`src/rtl/pe_pkg.sv`:
```
// Shared PE packet format: header codes, injector states and packing helpers.
// Latency: none (combinational functions and constants only).
// Backpressure: not applicable; used by both the injector and the PE decoder.
package pe_pkg;

    localparam int FILTER_WIDTH = 8;
    localparam int PACKET_WIDTH = 3 * FILTER_WIDTH + 4;

    // Header = {row[1:0], is_filter, ts}
    localparam logic [3:0] HDR_F1    = 4'b0110;
    localparam logic [3:0] HDR_F2    = 4'b1010;
    localparam logic [3:0] HDR_F3    = 4'b1110;
    localparam logic [3:0] HDR_IF_T0 = 4'b0000;

    typedef enum logic [2:0] {
        INJ_IDLE,
        INJ_F1,
        INJ_F2,
        INJ_F3,
        INJ_WAIT_IF,
        INJ_SEND_IF,
        INJ_DONE
    } inj_state_e;

    // Filter row r (1..3) carries w(3r-3), w(3r-2), w(3r-1), first weight in the MSBs.
    function automatic logic [PACKET_WIDTH-1:0] pack_filter_row(
        input logic [9*FILTER_WIDTH-1:0] weights,
        input logic [1:0]                row
    );
        logic [3:0] hdr;
        int         base;
        case (row)
            2'd1: begin hdr = HDR_F1; base = 0; end
            2'd2: begin hdr = HDR_F2; base = 3; end
            default: begin hdr = HDR_F3; base = 6; end
        endcase
        return {weights[base*FILTER_WIDTH +: FILTER_WIDTH],
                weights[(base+1)*FILTER_WIDTH +: FILTER_WIDTH],
                weights[(base+2)*FILTER_WIDTH +: FILTER_WIDTH],
                hdr};
    endfunction

    // Rows are laid out bottom row first in the MSBs, pixels left to right within a row.
    function automatic logic [PACKET_WIDTH-1:0] pack_ifmap(
        input logic [8:0] pix,
        input logic       ts
    );
        return {{(PACKET_WIDTH-13){1'b0}},
                pix[6], pix[7], pix[8],
                pix[3], pix[4], pix[5],
                pix[0], pix[1], pix[2],
                HDR_IF_T0 | {3'b000, ts}};
    endfunction

endpackage

```
`src/rtl/pe_packet_injector.sv`:
```
// Packetizer feeding the PE: filter rows 1-3 once, then one ifmap packet per timestep.
// Latency: first packet valid 1 cycle after start; ifmap packet valid 1 cycle after window handshake.
// Backpressure: pkt_data/pkt_valid held until pkt_ready; ifmap_ready only while waiting for a window.
module pe_packet_injector
    import pe_pkg::*;
#(
    parameter int FILTER_WIDTH  = pe_pkg::FILTER_WIDTH,
    parameter int PACKET_WIDTH  = 28,
    parameter int NUM_TIMESTEPS = 2,
    parameter int TS_WIDTH      = 1
) (
    input  logic                      clk,
    input  logic                      rst_n,
    input  logic                      start,
    input  logic [9*FILTER_WIDTH-1:0] filter_in,
    input  logic                      ifmap_valid,
    output logic                      ifmap_ready,
    input  logic [8:0]                ifmap_in,
    output logic                      pkt_valid,
    input  logic                      pkt_ready,
    output logic [PACKET_WIDTH-1:0]   pkt_data,
    output logic [TS_WIDTH-1:0]       ts_idx,
    output logic                      busy,
    output logic                      done
);

    if (PACKET_WIDTH != 3 * FILTER_WIDTH + 4) begin : g_bad_packet_width
        $error("pe_packet_injector: PACKET_WIDTH must equal 3*FILTER_WIDTH+4");
    end
    // The wire format is shared with the PE decoder through pe_pkg.
    if (FILTER_WIDTH != pe_pkg::FILTER_WIDTH) begin : g_bad_filter_width
        $error("pe_packet_injector: FILTER_WIDTH must match pe_pkg::FILTER_WIDTH");
    end
    if (NUM_TIMESTEPS < 1 || (1 << TS_WIDTH) < NUM_TIMESTEPS) begin : g_bad_timesteps
        $error("pe_packet_injector: need NUM_TIMESTEPS >= 1 and 2**TS_WIDTH >= NUM_TIMESTEPS");
    end

    localparam logic [TS_WIDTH-1:0] TS_LAST = TS_WIDTH'(NUM_TIMESTEPS - 1);

    inj_state_e                state;
    logic [9*FILTER_WIDTH-1:0] filt_q;

    always_ff @(posedge clk or negedge rst_n) begin
        if (!rst_n) begin
            state       <= INJ_IDLE;
            filt_q      <= '0;
            pkt_data    <= '0;
            pkt_valid   <= 1'b0;
            ifmap_ready <= 1'b0;
            ts_idx      <= '0;
            busy        <= 1'b0;
            done        <= 1'b0;
        end else begin
            done <= 1'b0;
            case (state)
                INJ_IDLE: begin
                    if (start) begin
                        filt_q    <= filter_in;
                        ts_idx    <= '0;
                        pkt_data  <= pack_filter_row(filter_in, 2'd1);
                        pkt_valid <= 1'b1;
                        busy      <= 1'b1;
                        state     <= INJ_F1;
                    end
                end
                INJ_F1: begin
                    if (pkt_ready) begin
                        pkt_data <= pack_filter_row(filt_q, 2'd2);
                        state    <= INJ_F2;
                    end
                end
                INJ_F2: begin
                    if (pkt_ready) begin
                        pkt_data <= pack_filter_row(filt_q, 2'd3);
                        state    <= INJ_F3;
                    end
                end
                INJ_F3: begin
                    if (pkt_ready) begin
                        pkt_valid   <= 1'b0;
                        ifmap_ready <= 1'b1;
                        state       <= INJ_WAIT_IF;
                    end
                end
                INJ_WAIT_IF: begin
                    if (ifmap_valid) begin
                        ifmap_ready <= 1'b0;
                        pkt_data    <= pack_ifmap(ifmap_in, ts_idx[0]);
                        pkt_valid   <= 1'b1;
                        state       <= INJ_SEND_IF;
                    end
                end
                INJ_SEND_IF: begin
                    if (pkt_ready) begin
                        pkt_valid <= 1'b0;
                        if (ts_idx == TS_LAST) begin
                            done  <= 1'b1;
                            state <= INJ_DONE;
                        end else begin
                            ts_idx      <= ts_idx + TS_WIDTH'(1);
                            ifmap_ready <= 1'b1;
                            state       <= INJ_WAIT_IF;
                        end
                    end
                end
                INJ_DONE: begin
                    busy  <= 1'b0;
                    state <= INJ_IDLE;
                end
                default: begin
                    pkt_valid   <= 1'b0;
                    ifmap_ready <= 1'b0;
                    busy        <= 1'b0;
                    state       <= INJ_IDLE;
                end
            endcase
        end
    end

endmodule

```
`config.mk`:
```
export PLATFORM = sky130hd
export DESIGN_NAME = pe_packet_injector
export DESIGN_NICKNAME = d
export VERILOG_FILES = /design/src/rtl/pe_pkg.sv /design/src/rtl/pe_packet_injector.sv
export SDC_FILE = /design/constraint.sdc
export NUM_CORES = 1
export LEC_CHECK = 0
export BUFFER_PORTS_ARGS = -buffer_cell sky130_fd_sc_hd__buf_2
export CAP_MARGIN = 20
export CORE_MARGIN = 4
export CORE_UTILIZATION = 56
export DETAILED_ROUTE_END_ITERATION = 10
export GPL_ROUTABILITY_DRIVEN = 0
export PLACE_DENSITY = 0.84
export SKIP_LAST_GASP = 1
export SYNTH_ARGS = -nofsm -noshare
export SYNTH_HDL_FRONTEND = slang
export SYNTH_SLANG_ARGS = --single-unit
```
`constraint.sdc`:
```
create_clock -name clk -period 3.4 [get_ports clk]
set_input_delay 0.17 -clock clk [delete_from_list [all_inputs] [get_ports clk]]
set_output_delay 0.17 -clock clk [all_outputs]
set_load 0.03 [all_outputs]
```
; Word-level counts from Yosys, hierarchy flattened
; Cells that the tools add are included.
[totals]
ff_bits = 108
input_bits = 86
out_inout_bits = 33
wordCells = 91
[op_classes]
add_sub_neg = 7
n_eq_ne = 14
n_shift = 9
mux = 36
n_bitwise = 3
n_reduce_logical = 14
[ops]
columns = op, n
row1 = indexed part select 72 x 32 -> 8 bit, 9
row2 = 2-to-1 mux 29 bit, 6
row3 = 2-to-1 mux 28 bit, 4
row4 = one-hot mux 28 bit (4 select lines), 1
row5 = "adder 29 x 2 -> 29 bit, second input constant", 3
row6 = "adder 29 x 3 -> 29 bit, second input constant", 3
row7 = 2-to-1 mux 3 bit, 6
row8 = one-hot mux 3 bit (6 select lines), 1
row9 = "inequality test 2 bit, second input constant", 7
row10 = 2-to-1 mux 1 bit, 13
row11 = AND reduction 5 bit, 2
row12 = "== test 3 bit, second input constant", 3
row13 = one-hot mux 1 bit (4 select lines), 2
row14 = "== test 3 x 2 -> 1 bit, second input constant", 2
row15 = AND reduction 6 bit, 1
row16 = OR reduction 5 bit, 1
row17 = one-hot mux 1 bit (2 select lines), 2
row18 = AND reduction 2 bit, 2
row19 = AND reduction 4 bit, 1
row20 = nonzero test 4 bit, 1
row21 = OR reduction 4 bit, 1
row22 = "== test 3 x 1 -> 1 bit, second input constant", 1
row23 = logical NOT 3 bit, 1
row24 = NOT 1 bit, 3
row25 = other kinds (7), 7

; Logic depth before layout (Yosys ltp)
; Gate-level depths: netlist of the first run.
[depth]
ltp_word = 6
depth_mapped = 6
mapped_depth_nobuf = 3

; Worst setup path after synthesis of the first run
; OpenSTA, ideal clock, no wires.
[synth_path]
path_type = reg2reg
startpoint = reg state[0]
endpoint = reg filt_q[54]
setup_ns = 0.128
arrival_ns = 1.493
required_ns = 3.272
setup_slack_ns = 1.780
path_stages_with_launch = 6
n_path_buf = 3
period_less_slack_ns = 1.620
cell_sequence = dfrtp_1 buf_4 nor3_1 buf_2 buf_4 mux2_1
[synth_between]
elab_chain_len = 2
[synth_lines]
columns = element, line
row1 = "start, declared", pe_packet_injector.sv:40  ; inj_state_e state;
row2 = "start signal, assigned", pe_packet_injector.sv:45  ; state <= INJ_IDLE;
row3 = "start signal, assigned", pe_packet_injector.sv:63  ; state <= INJ_F1;
row4 = "start signal, assigned", pe_packet_injector.sv:69  ; state <= INJ_F2;
row5 = logical NOT 3 bit, pe_packet_injector.sv:55  ; case (state)
row6 = AND reduction 2 bit (no line), --
row7 = "end signal, assigned", pe_packet_injector.sv:58  ; filt_q <= filter_in;
row8 = "end, declared", pe_packet_injector.sv:41  ; logic [9*FILTER_WIDTH-1:0] filt_q;
; Every way passes these cells.
; A chain may end at the register's enable or synchronous reset.

; Worst setup path after layout of the first run
[layout_path]
startpoint = reg state[1]
endpoint = reg pkt_data[3]
[layout_between]
elab_chain_len = 3
word_cells_on_any_way = 11
classes_between = eq/ne: 7 / mux: 1 / reduce/logical: 3
[layout_lines]
columns = element, line
row1 = == test 3 bit (tied with other cells), pe_packet_injector.sv:55
row2 = nonzero test 4 bit (no line) or inequality test 2 bit (tied branches), --
row3 = AND reduction 5 bit (no line), --
row4 = "end signal, assigned", pe_packet_injector.sv:60  ; pkt_data <= pack_filter_row(filter_in, 2'd1);
row5 = "end signal, assigned", pe_packet_injector.sv:68  ; pkt_data <= pack_filter_row(filt_q, 2'd2);
row6 = "end signal, assigned", pe_packet_injector.sv:74  ; pkt_data <= pack_filter_row(filt_q, 2'd3);
row7 = "end, declared", pe_packet_injector.sv:21  ; output logic [PACKET_WIDTH-1:0] pkt_data,
; Several ways; a longest one is shown, not always the timed one.

==> metrics.md, run 1 <==
| Metric | Value |
|---|---|
| Post-Synthesis Cells | about 400 |
| Mapped Area | between 0.004 and 0.005 sq mm |
| Tcrit/Tclk final | 78.5% |
| Initial core utilization | 58.2% |
| CTS tree | yes |
| Worst path required time | 3.64 ns |
| Maximum vdd drop | between 0.5 and 0.6 mV |
| Core region area | 0.00777 sq mm |
| Total iterations of the first detailed-routing run | 6 |
| Row count | 32 |
| Total CTS buffers | 9 |
| Pwr Density | 1020 mW/mm^2 |
| Layout cells sized above 1 | 33.0% |
| Hold Crit Depth | 2 |
| Worst-path fanout max | 45 |
| Worst hold endpoint | filt_q[51]$_DFFE_PN0P_ |
| Min Tclk post-route | 2.67 ns |
| IO buf count | 118 |
| GR Overflow Total | 0 |
| Setup slack, reg-to-reg | between 0.7 and 0.8 ns |
| WL met2 | 6.13 mm |
| Worst Setup End Kind | flip-flop |
| WL final | 11.8 mm |
| Post-CTS setup buffer count | 0 |
| Slew HR | 38.0% |
| Tot GR Track Use | 25.3% |
| Post-synth cell types | between 50 and 60 |
| Max Used Layer | met4 |
| WL per Instance | 19.5 um |
| Buf/Inv on CP | 0 |
| Clock latency at the later pin of the worst-skew pair | 0.36 ns |
| Routed vias/inst | 6.28 |
| Final setup TNS | 0 ns |
| Via count | about 3800 |
| Routed Antenna Nets | 0 |
| Mapped Avg Cell Area | 11.2 sq um |
| RSZ-0062 raised after global routing | false |
| MaxCap Viol Count | 0 |
| Layout Area Growth over Synthesis | 18.5% |
| Largest area contributor in the netlist | dfrtp_1 |
| Layout Nets | slightly below 600 |
| CP max-delay cell | dfrtp_2 |
| CP Cell Sequence | nand4bb_1 > o211ai_2 > mux2_1 |
| Fin. Hold Viols | 0 |
| Seq/Total Area, Yosys | 46.5% |
| Number of remaining DRC errors | 0 |
| Sink Count | 84 |
| Largest stage delay, worst path | roughly 0.86 ns |
| CTS clk-pin slew, worst paths | 0.08 ns |
| Initial antenna violation count | 0 |
| Final HPWL DP | 8.31 mm |
| Count of pins over their slew limit | 0 |
| Hold path start | filter_in[51] |
| Die Span Y | 97.8 um |
| Max Buffers Root-to-Sink | 2 |
| Peak Freq | 375 MHz |
| Die Wd | 97.8 um |
| Post-synth EDFFs | 0 |
| Syn Nets | between 400 and 500 |
| Met3 WL | 857 um |
| Cells on worst reg2reg path | 3 |
| Critical path arrival | 2.91 ns |
| Utilization after layout | between 60% and 70% |
| Number of global-route vias before repair | 3863 |
| Setup CP Type | flip-flop to flip-flop |
| Dominant cells by area after synthesis | dfrtp_1 47%, mux2_1 12%, o41ai_2 3.6% |
| Initial DRC count | 235 |
| Largest net degree at the start of global routing | 85 |
| Clk root buf | clkbuf_8 |
| Die footprint | 0.00957 sq mm |
| Worst min path class | input pin to flip-flop |
| Status | completed |
| Fin Hold WS | 0.0234 ns |
| Met1 Routed Length | 4.68 mm |
| Worst Max-Slew Pin Slew | 0.927 ns |
| Synthesis-stage register bit count | 84 |
| Reg-to-reg endpoint | pkt_data[3]$_DFFE_PN0P_ |
| Leak pwr | 2.45 nW |
| H-tree Lvls | 3 |
| Post-synth ARST share | 100% |
| Yosys top cell area share | 46.5% |
| Crit path max-delay family | flip-flops |
| First-pass GRT wire length | 19.5 mm |
| Clock Skew | 0.00712 ns |
| Ys Warns | 0 |
| CP startpoint kind | flip-flop |
| # diodes | 0 |
| Num ports | 119 |
| Ys flop type | dfrtp_1 |
| Commonest non-fill, non-tap cell in the layout | buf_2 |
| Post-CTS sizing | 0 |
| Final Setup Violations | 0 |
| Commonest cells after routing, fill and taps aside | 117 x buf_2, 81 x dfrtp_1, 49 x mux2_1 |
| Reg2Reg Launch Point | state[1]$_DFFE_PN0P_ |
cells in the mapped netlist, types with 3 or more instances:
| master | number |
|---|---|
| o211a_1 | 15 |
| o2111ai_1 | 15 |
| o211ai_1 | 10 |
| clkbuf_1 | 13 |
| a32oi_1 | 9 |
| a211oi_1 | 16 |
| o41ai_2 | 10 |
| o21ai_0 | 3 |
| a2111oi_0 | 9 |
| nor2b_1 | 10 |
| o21ai_1 | 3 |
| nor2_1 | 34 |
| buf_2 | 21 |
| buf_4 | 4 |
| a41oi_1 | 9 |
| o41ai_1 | 5 |
| inv_1 | 4 |
| nand2_1 | 26 |
| dfrtp_1 | 84 |
| o21a_1 | 17 |
| buf_1 | 3 |
| mux2_1 | 49 |
through the flow:
step / setup slack (ns) / area (sq um) / cells / total power, W
CTS: 0.798 / 5320 / 606 / 0.00547
global route: 0.633 / 5350 / 608 / 0.00586
global placement: 0.903 / 5110 / 590 / 0.00459
finish: 0.731 / 5350 / 608 / 0.00547
detailed placement: 0.797 / 5110 / 590 / 0.00474
floorplan: 1.78 / 4520 / 403 / 0.00401
power breakdown:
| part | internal (W) | switching (W) |
|---|---|---|
| Clock | 0.000358 | 0.000370 |
| Sequential | 0.00151 | 0.000495 |
| Combinational | 0.00114 | 0.00160 |
| Total | 0.00300 | 0.00246 |
worst register-to-register path, cell delays in order, from the launching register on:
cell and delay [ns]:
dfrtp_2 0.86, nand4bb_1 0.75, o211ai_2 0.56, mux2_1 0.39
cells by family (layout without fill, tap and decap cells):
| group | after synthesis | count (layout) | synth area share (%) |
|---|---|---|---|
| multiplexers | 52 | 52 | 13.0 |
| XOR/XNOR | 2 | 2 | 0.388 |
| buffers and inverters | 48 | 151 | 4.93 |
| AO/OA/AOI/OAI | 130 | 130 | 25.7 |
| AND/OR/NAND/NOR | 87 | 87 | 9.44 |
| flip-flops | 84 | 84 | 46.5 |
routing by layer:
metal  global-route usage [%]  vias up
met5                        0        -
met4                     6.92        0
met3                     5.43       18
met2                     42.0      177
met1                     33.6     1888
li1                         -     1738
worst max-delay path by stage:
| stage | from | to | slack (ns) | cells past startpoint |
|---|---|---|---|---|
| after detailed placement | state[1]$_DFFE_PN0P_ | pkt_data[3]$_DFFE_PN0P_ | 0.80 | 3 |
| final | state[1]$_DFFE_PN0P_ | pkt_data[3]$_DFFE_PN0P_ | 0.73 | 3 |
| after global routing | state[1]$_DFFE_PN0P_ | pkt_data[3]$_DFFE_PN0P_ | 0.63 | 3 |
| after floorplan | state[0]$_DFFE_PN0P_ | filt_q[54]$_DFFE_PN0P_ | 1.78 | 5 |
| after global placement | state[1]$_DFFE_PN0P_ | pkt_data[3]$_DFFE_PN0P_ | 0.90 | 3 |
| after CTS | state[1]$_DFFE_PN0P_ | pkt_data[3]$_DFFE_PN0P_ | 0.80 | 3 |
state kept, by name (all words and copies together) (netlist names):
name         count
done             1
state            3
pkt_valid        1
busy             1
ts_idx           1
pkt_data        28
ifmap_ready      1
filt_q          48
final cells by class:
cell class / instances / area (sq um)
Timing Repair Buffer: 129 / 698
Tap cell: 102 / 128
Fill cell: 596 / 2410
Multi-Input combinational cell: 271 / 2200
Inverter: 6 / 22.5
Clock inverter: 6 / 63.8
Clock buffer: 10 / 138
Sequential cell: 84 / 2110
timing repair:
action	CTS	global route
endpoints found under the setup margin	0	0
hold endpoints to repair	0	24
hold buffers	0	1
Note: power is estimated with default switching activity, not from simulation.
==> inputs of run 2 (changes only) <==
CORE_UTILIZATION = 48   (was 56)
PLACE_DENSITY = 0.77   (was 0.84)
clock period = 2.3 ns   (was 3.4 ns; I/O delays follow)
==> metrics.md, run 2 (synthesized netlist as in run 1, its figures left out) <==
| Metric | Value |
|---|---|
| Commonest cells after routing, fill and taps aside | 117 x buf_2, 81 x dfrtp_1, 49 x mux2_1 |
| Post-CTS sizing | 0 |
| Min Tclk post-route | 1.98 ns |
| Clock latency at the later pin of the worst-skew pair | approximately 0.35 ns |
| Critical path arrival | 2.21 ns |
| Initial core utilization | 49.1% |
| H-tree Lvls | 3 |
| MaxCap Viol Count | 0 |
| Number of remaining DRC errors | 0 |
| # diodes | 0 |
| Sw Pwr | 0.00368 W |
| Row count | 35 |
| IO buf count | 118 |
| Initial antenna violation count | 0 |
| Reg with most FFs | filt_q |
| Worst Max-Slew Pin Slew | 0.915 ns |
| RSZ-0062 raised after global routing | false |
| Tcrit/Tclk final | a little under nine tenths |
| Combinational power share | 53.3% |
| Num ports | 119 |
| Die footprint | about 0.011 sq mm |
| P_int | 0.00457 W |
| Peak Freq | 506 MHz |
| Tot GR Track Use | 23.3% |
| Biggest regs | filt_q: 48 flops, pkt_data: 28 flops, state: 3 flops |
| Final Setup Violations | 0 |
| CTS clk-pin slew, worst paths | 0.09 ns |
| Final Worst Setup Slack | 0.322 ns |
| WL per Instance | 18.8 um |
| Worst path required time | 2.53 ns |
| Worst-path fanout max | 24 |
| Max Buffers Root-to-Sink | 2 |
| Clock Skew | 0.0117 ns |
| Core region area | roughly 0.0092 sq mm |
| Slew HR | 38.5% |
| Maximum vdd drop | 0.686 mV |
| Number of flip-flops in the largest register | 48 |
| Routed vias/inst | 5.99 |
| Final setup TNS | 0 ns |
| Worst Setup End Kind | flip-flop |
| Number of global-route vias before repair | 4173 |
| CTS tree | yes |
| Fin. Hold Viols | 0 |
| First-pass GRT wire length | 20.8 mm |
| GR Overflow Total | 0 |
| Sw Share | between 40% and 50% |
| Die Span Y | 105 um |
| Design area | 0.00589 sq mm |
| Via count | 4022 |
| Initial DRC count | 230 |
| Sequential fraction of design power | 33.4% |
| Largest net degree at the start of global routing | between 80 and 90 |
| WL final | ~13 mm |
| Area after DPL | 0.00519 sq mm |
| Place WS | 0.115 ns |
| Status | completed |
| Routed Antenna Nets | 0 |
| Total CTS buffers | 9 |
| Count of pins over their slew limit | 0 |
| Total iterations of the first detailed-routing run | 5 |
| Clk root buf | clkbuf_8 |
| Worst min path class | input pin to flip-flop |
| Final HPWL DP | 8.15 mm |
| Leak pwr | 2.67 nW |
| Pwr Density | 1400 mW/mm^2 |
| Layout cells sized above 1 | 30.9% |
| Die Wd | around 110 um |
| Setup CP Type | flip-flop to flip-flop |
| Commonest non-fill, non-tap cell in the layout | buf_2 |
| CP startpoint kind | flip-flop |
| Sink Count | 84 |
| Layout Area Growth over Synthesis | 30.3% |
| Clk pwr share | 13.2% |
| Filler cells | 738 |
| Layout Nets | approximately 640 |
-- run 2: changes by cell type in the layout (fill, tap and decap cells not counted), sizes merged --
cell / delta
clkinv: -2
clkinvlp: +1
clkbuf: +1
buf: +7
dlygate4sd3: +47
-- run 2: final timing paths --
kind / slack, ns / cells past startpoint / startpoint / end
setup reg to reg: 0.32 / 4 / state[0]$_DFFE_PN0P_ / pkt_data[15]$_DFFE_PN0P_
setup / recovery: 0.32 / 4 / state[0]$_DFFE_PN0P_ / pkt_data[15]$_DFFE_PN0P_
min in group asynchronous: 0.32 / 3 / rst_n / filt_q[70]$_DFFE_PN0P_
hold reg to reg: 0.49 / 1 / filt_q[42]$_DFFE_PN0P_ / filt_q[42]$_DFFE_PN0P_
max in group asynchronous: 1.59 / 3 / rst_n / state[1]$_DFFE_PN0P_
hold / removal: 0.005 / 2 / filter_in[38] / filt_q[38]$_DFFE_PN0P_
-- run 2: routing by layer --
metal / vias to the layer above / part of all wire (%) / global-route usage, %
li1: 1849 / - / -
met1: 1953 / 42 / 30.0
met4: 0 / 2.4 / 9.00
met5: - / 0 / 0
met2: 190 / 49 / 38.6
met3: 30 / 6.8 / 4.82
-- run 2: per-stage QoR --
stage                     instances  power (W)  hold WS, ns  utilization (%)
after detailed placement        606    0.00705        0.182             56.4
after global routing            671    0.00882      0.00299             64.0
after global placement          606    0.00690        0.180             56.4
after floorplan                 403    0.00592       -0.181                -
after CTS                       669    0.00822     0.000171             63.8
final                           671    0.00825      0.00503             64.0
-- run 2: cell type report --
type | instances | area (sq um) | share of cell area [%]
Tap cell | 111 | 139 | 2.36
Multi-Input combinational cell | 271 | 2200 | 37.4
Sequential cell | 84 | 2110 | 35.8
Timing Repair Buffer | 183 | 1220 | 20.7
Clock inverter | 5 | 61.3 | 1.04
Inverter | 6 | 22.5 | 0.383
Clock buffer | 11 | 141 | 2.40
-- run 2: what timing repair did --
item | 4_1_cts | 5_1_grt
endpoints found under the hold margin | 130 | 1
setup buffers | 0 | 0
hold buffers | 47 | 1
-- run 2: power by group through the flow --
stage | combinational, W | clock, W | sequential, W
after floorplan | 0.00285 | 0 | 0.00308
after global placement | 0.00415 | 0 | 0.00275
after detailed placement | 0.00427 | 0 | 0.00278
after CTS | 0.00436 | 0.00111 | 0.00275
after global routing | 0.00477 | 0.00118 | 0.00286
final | 0.00440 | 0.00109 | 0.00276
-- run 2: worst max-delay path: stages (launching register included) --
cell and delay (ns):
dfrtp_2 0.57, and4bb_2 0.53, a211oi_4 0.07, buf_4 0.23, o41ai_1 0.45
==> inputs of run 3 (changes only) <==
RECOVER_POWER = 25   (was not set)
==> metrics.md, run 3 (synthesized netlist as in run 1, its figures left out) <==
| Metric | Value |
|---|---|
| RSZ-0062 raised after global routing | false |
| Largest net degree at the start of global routing | 85 |
| Sink Count | 84 |
| Routed vias/inst | 5.97 |
| Commonest non-fill, non-tap cell in the layout | buf_2 |
| IO buf count | 118 |
| Final setup TNS | 0 ns |
| CP Cell Sequence | and4bb_2 > a211oi_4 > buf_4 > o41ai_1 |
| Total iterations of the first detailed-routing run | 4 |
| Total CTS buffers | 9 |
| Final Setup Violations | 0 |
| Sequential fraction of design power | 33.5% |
| Initial DRC count | about 260 |
| Layout Nets | about 640 |
| Min Tclk post-route | 1.97 ns |
| Multi-input gate area | 0.00220 sq mm |
| Via count | 4003 |
| Status | completed |
| Row count | 35 |
| CTS clk-pin slew, worst paths | 0.09 ns |
| Die Wd | 105 um |
| WL final | 12.6 mm |
| Placed insts | 606 |
| Critical path arrival | 2.20 ns |
| Utilization after layout | around 64% |
| Core region area | 0.00920 sq mm |
| Setup CP Type | flip-flop to flip-flop |
| # diodes | 0 |
| Post-CTS sizing | 0 |
| Biggest regs | filt_q: 48 flops, pkt_data: 28 flops, state: 3 flops |
| Clock Skew | ~0.011 ns |
| Crit path max-delay family | flip-flops |
| Die Span Y | 105 um |
| CP max-delay cell | dfrtp_2 |
| Largest stage delay, worst path | between 0.5 and 0.6 ns |
| CP startpoint kind | flip-flop |
| Tot GR Track Use | 23.3% |
| Tcrit/Tclk final | 85.8% |
| Clk pwr share | 13.2% |
| Slew HR | between 20% and 30% |
| Initial core utilization | 49.1% |
| Filler cells | 739 |
| Final cell count without fillers | 671 |
| Layout Area Growth over Synthesis | 30.0% |
| Number of flip-flops in the largest register | 48 |
| Buf/Inv on CP | 1 |
| Sw Share | between 40% and 50% |
| Commonest cells after routing, fill and taps aside | 117 x buf_2, 81 x dfrtp_1, 49 x mux2_1 |
| Worst min path class | input pin to flip-flop |
| Count of pins over their slew limit | 0 |
| Pwr Density | 1400 mW/mm^2 |
| Clock latency at the later pin of the worst-skew pair | 0.35 ns |
| Die footprint | between 0.01 and 0.015 sq mm |
| Initial antenna violation count | 0 |
| Fin. Hold Viols | 0 |
| Final HPWL DP | 8.15 mm |
| Number of global-route vias before repair | 4173 |
| Sw Pwr | roughly 0.0037 W |
| P_int | 0.00457 W |
| Num ports | between 100 and 150 |
| Worst Max-Slew Pin Slew | roughly 1.1 ns |
| Peak Freq | 507 MHz |
| Maximum vdd drop | 0.686 mV |
| Clk root buf | clkbuf_8 |
| H-tree Lvls | 3 |
| Routed Antenna Nets | 0 |
| Max Buffers Root-to-Sink | 2 |
| Worst Setup End Kind | flip-flop |
| WL per Instance | 18.7 um |
| Post-CTS setup buffer count | 0 |
| GR Overflow Total | 0 |
| First-pass GRT wire length | 20.8 mm |
| CTS tree | yes |
| Layout cells sized above 1 | between 30% and 40% |
| Sequential cell area | 0.00211 sq mm |
| Worst-path fanout max | 24 |
| Combinational power share | 53.2% |
| MaxCap Viol Count | 0 |
| Leak pwr | 2.66 nW |
| Number of remaining DRC errors | 0 |
| Reg with most FFs | filt_q |
| Worst path required time | 2.53 ns |
==> run 3: cell types whose count changed in the layout (fill, tap and decap cells not counted) <==
cell      before  now
clkbuf_4       0    2
buf_12         1    0
buf_4         16   15
==> run 3: final timing paths <==
check                      cells past startpoint                       end                    from  slack, ns
min in group asynchronous                      3    filt_q[70]$_DFFE_PN0P_                   rst_n       0.67
max in group asynchronous                      3      state[1]$_DFFE_PN0P_                   rst_n       0.84
max reg2reg                                    4  pkt_data[15]$_DFFE_PN0P_    state[0]$_DFFE_PN0P_       0.33
max                                            4  pkt_data[15]$_DFFE_PN0P_    state[0]$_DFFE_PN0P_       0.33
min reg2reg                                    1    filt_q[42]$_DFFE_PN0P_  filt_q[42]$_DFFE_PN0P_       0.49
min                                            2    filt_q[38]$_DFFE_PN0P_           filter_in[38]      0.006
==> run 3: power groups by stage <==
stage	Sequential, W	Clock [W]	Combinational, W
final	0.00276	0.00109	0.00438
after global routing	0.00286	0.00118	0.00477
after CTS	0.00275	0.00111	0.00436
after detailed placement	0.00278	0	0.00427
after global placement	0.00275	0	0.00415
after floorplan	0.00308	0	0.00285
==> run 3: per-stage QoR <==
stage          instance area (sq um)  hold slack, ns  total power (W)  setup slack [ns]
6_report                        5870         0.00551          0.00824             0.327
3_3_place_gp                    5190           0.180          0.00690             0.216
5_1_grt                         5870         0.00299          0.00882             0.202
2_1_floorplan                   4520          -0.181          0.00592             0.680
4_1_cts                         5860        0.000171          0.00822            0.0910
3_5_place_dp                    5190           0.182          0.00705             0.115
==> run 3: timing repair <==
action	CTS	global route
endpoints found under the hold margin	130	1
endpoints found under the setup margin	0	0
hold buffers	47	1
==> run 3: per-layer routing <==
| layer | global-route usage, % | routed length [um] |
|---|---|---|
| met1 | 30.0 | 5300 |
| met2 | 38.6 | 6270 |
| met3 | 4.82 | 757 |
| met4 | 9.00 | 256 |
| met5 | 0 | 0 |
==> run 3: area by class of cell <==
class,count,area share (%)
multi-input combinational,271,37.4
sequential,84,35.9
timing repair buffer,183,20.5
clock buffer,11,2.41
tap,111,2.36
clock inverter,5,1.04
inverter,6,0.383
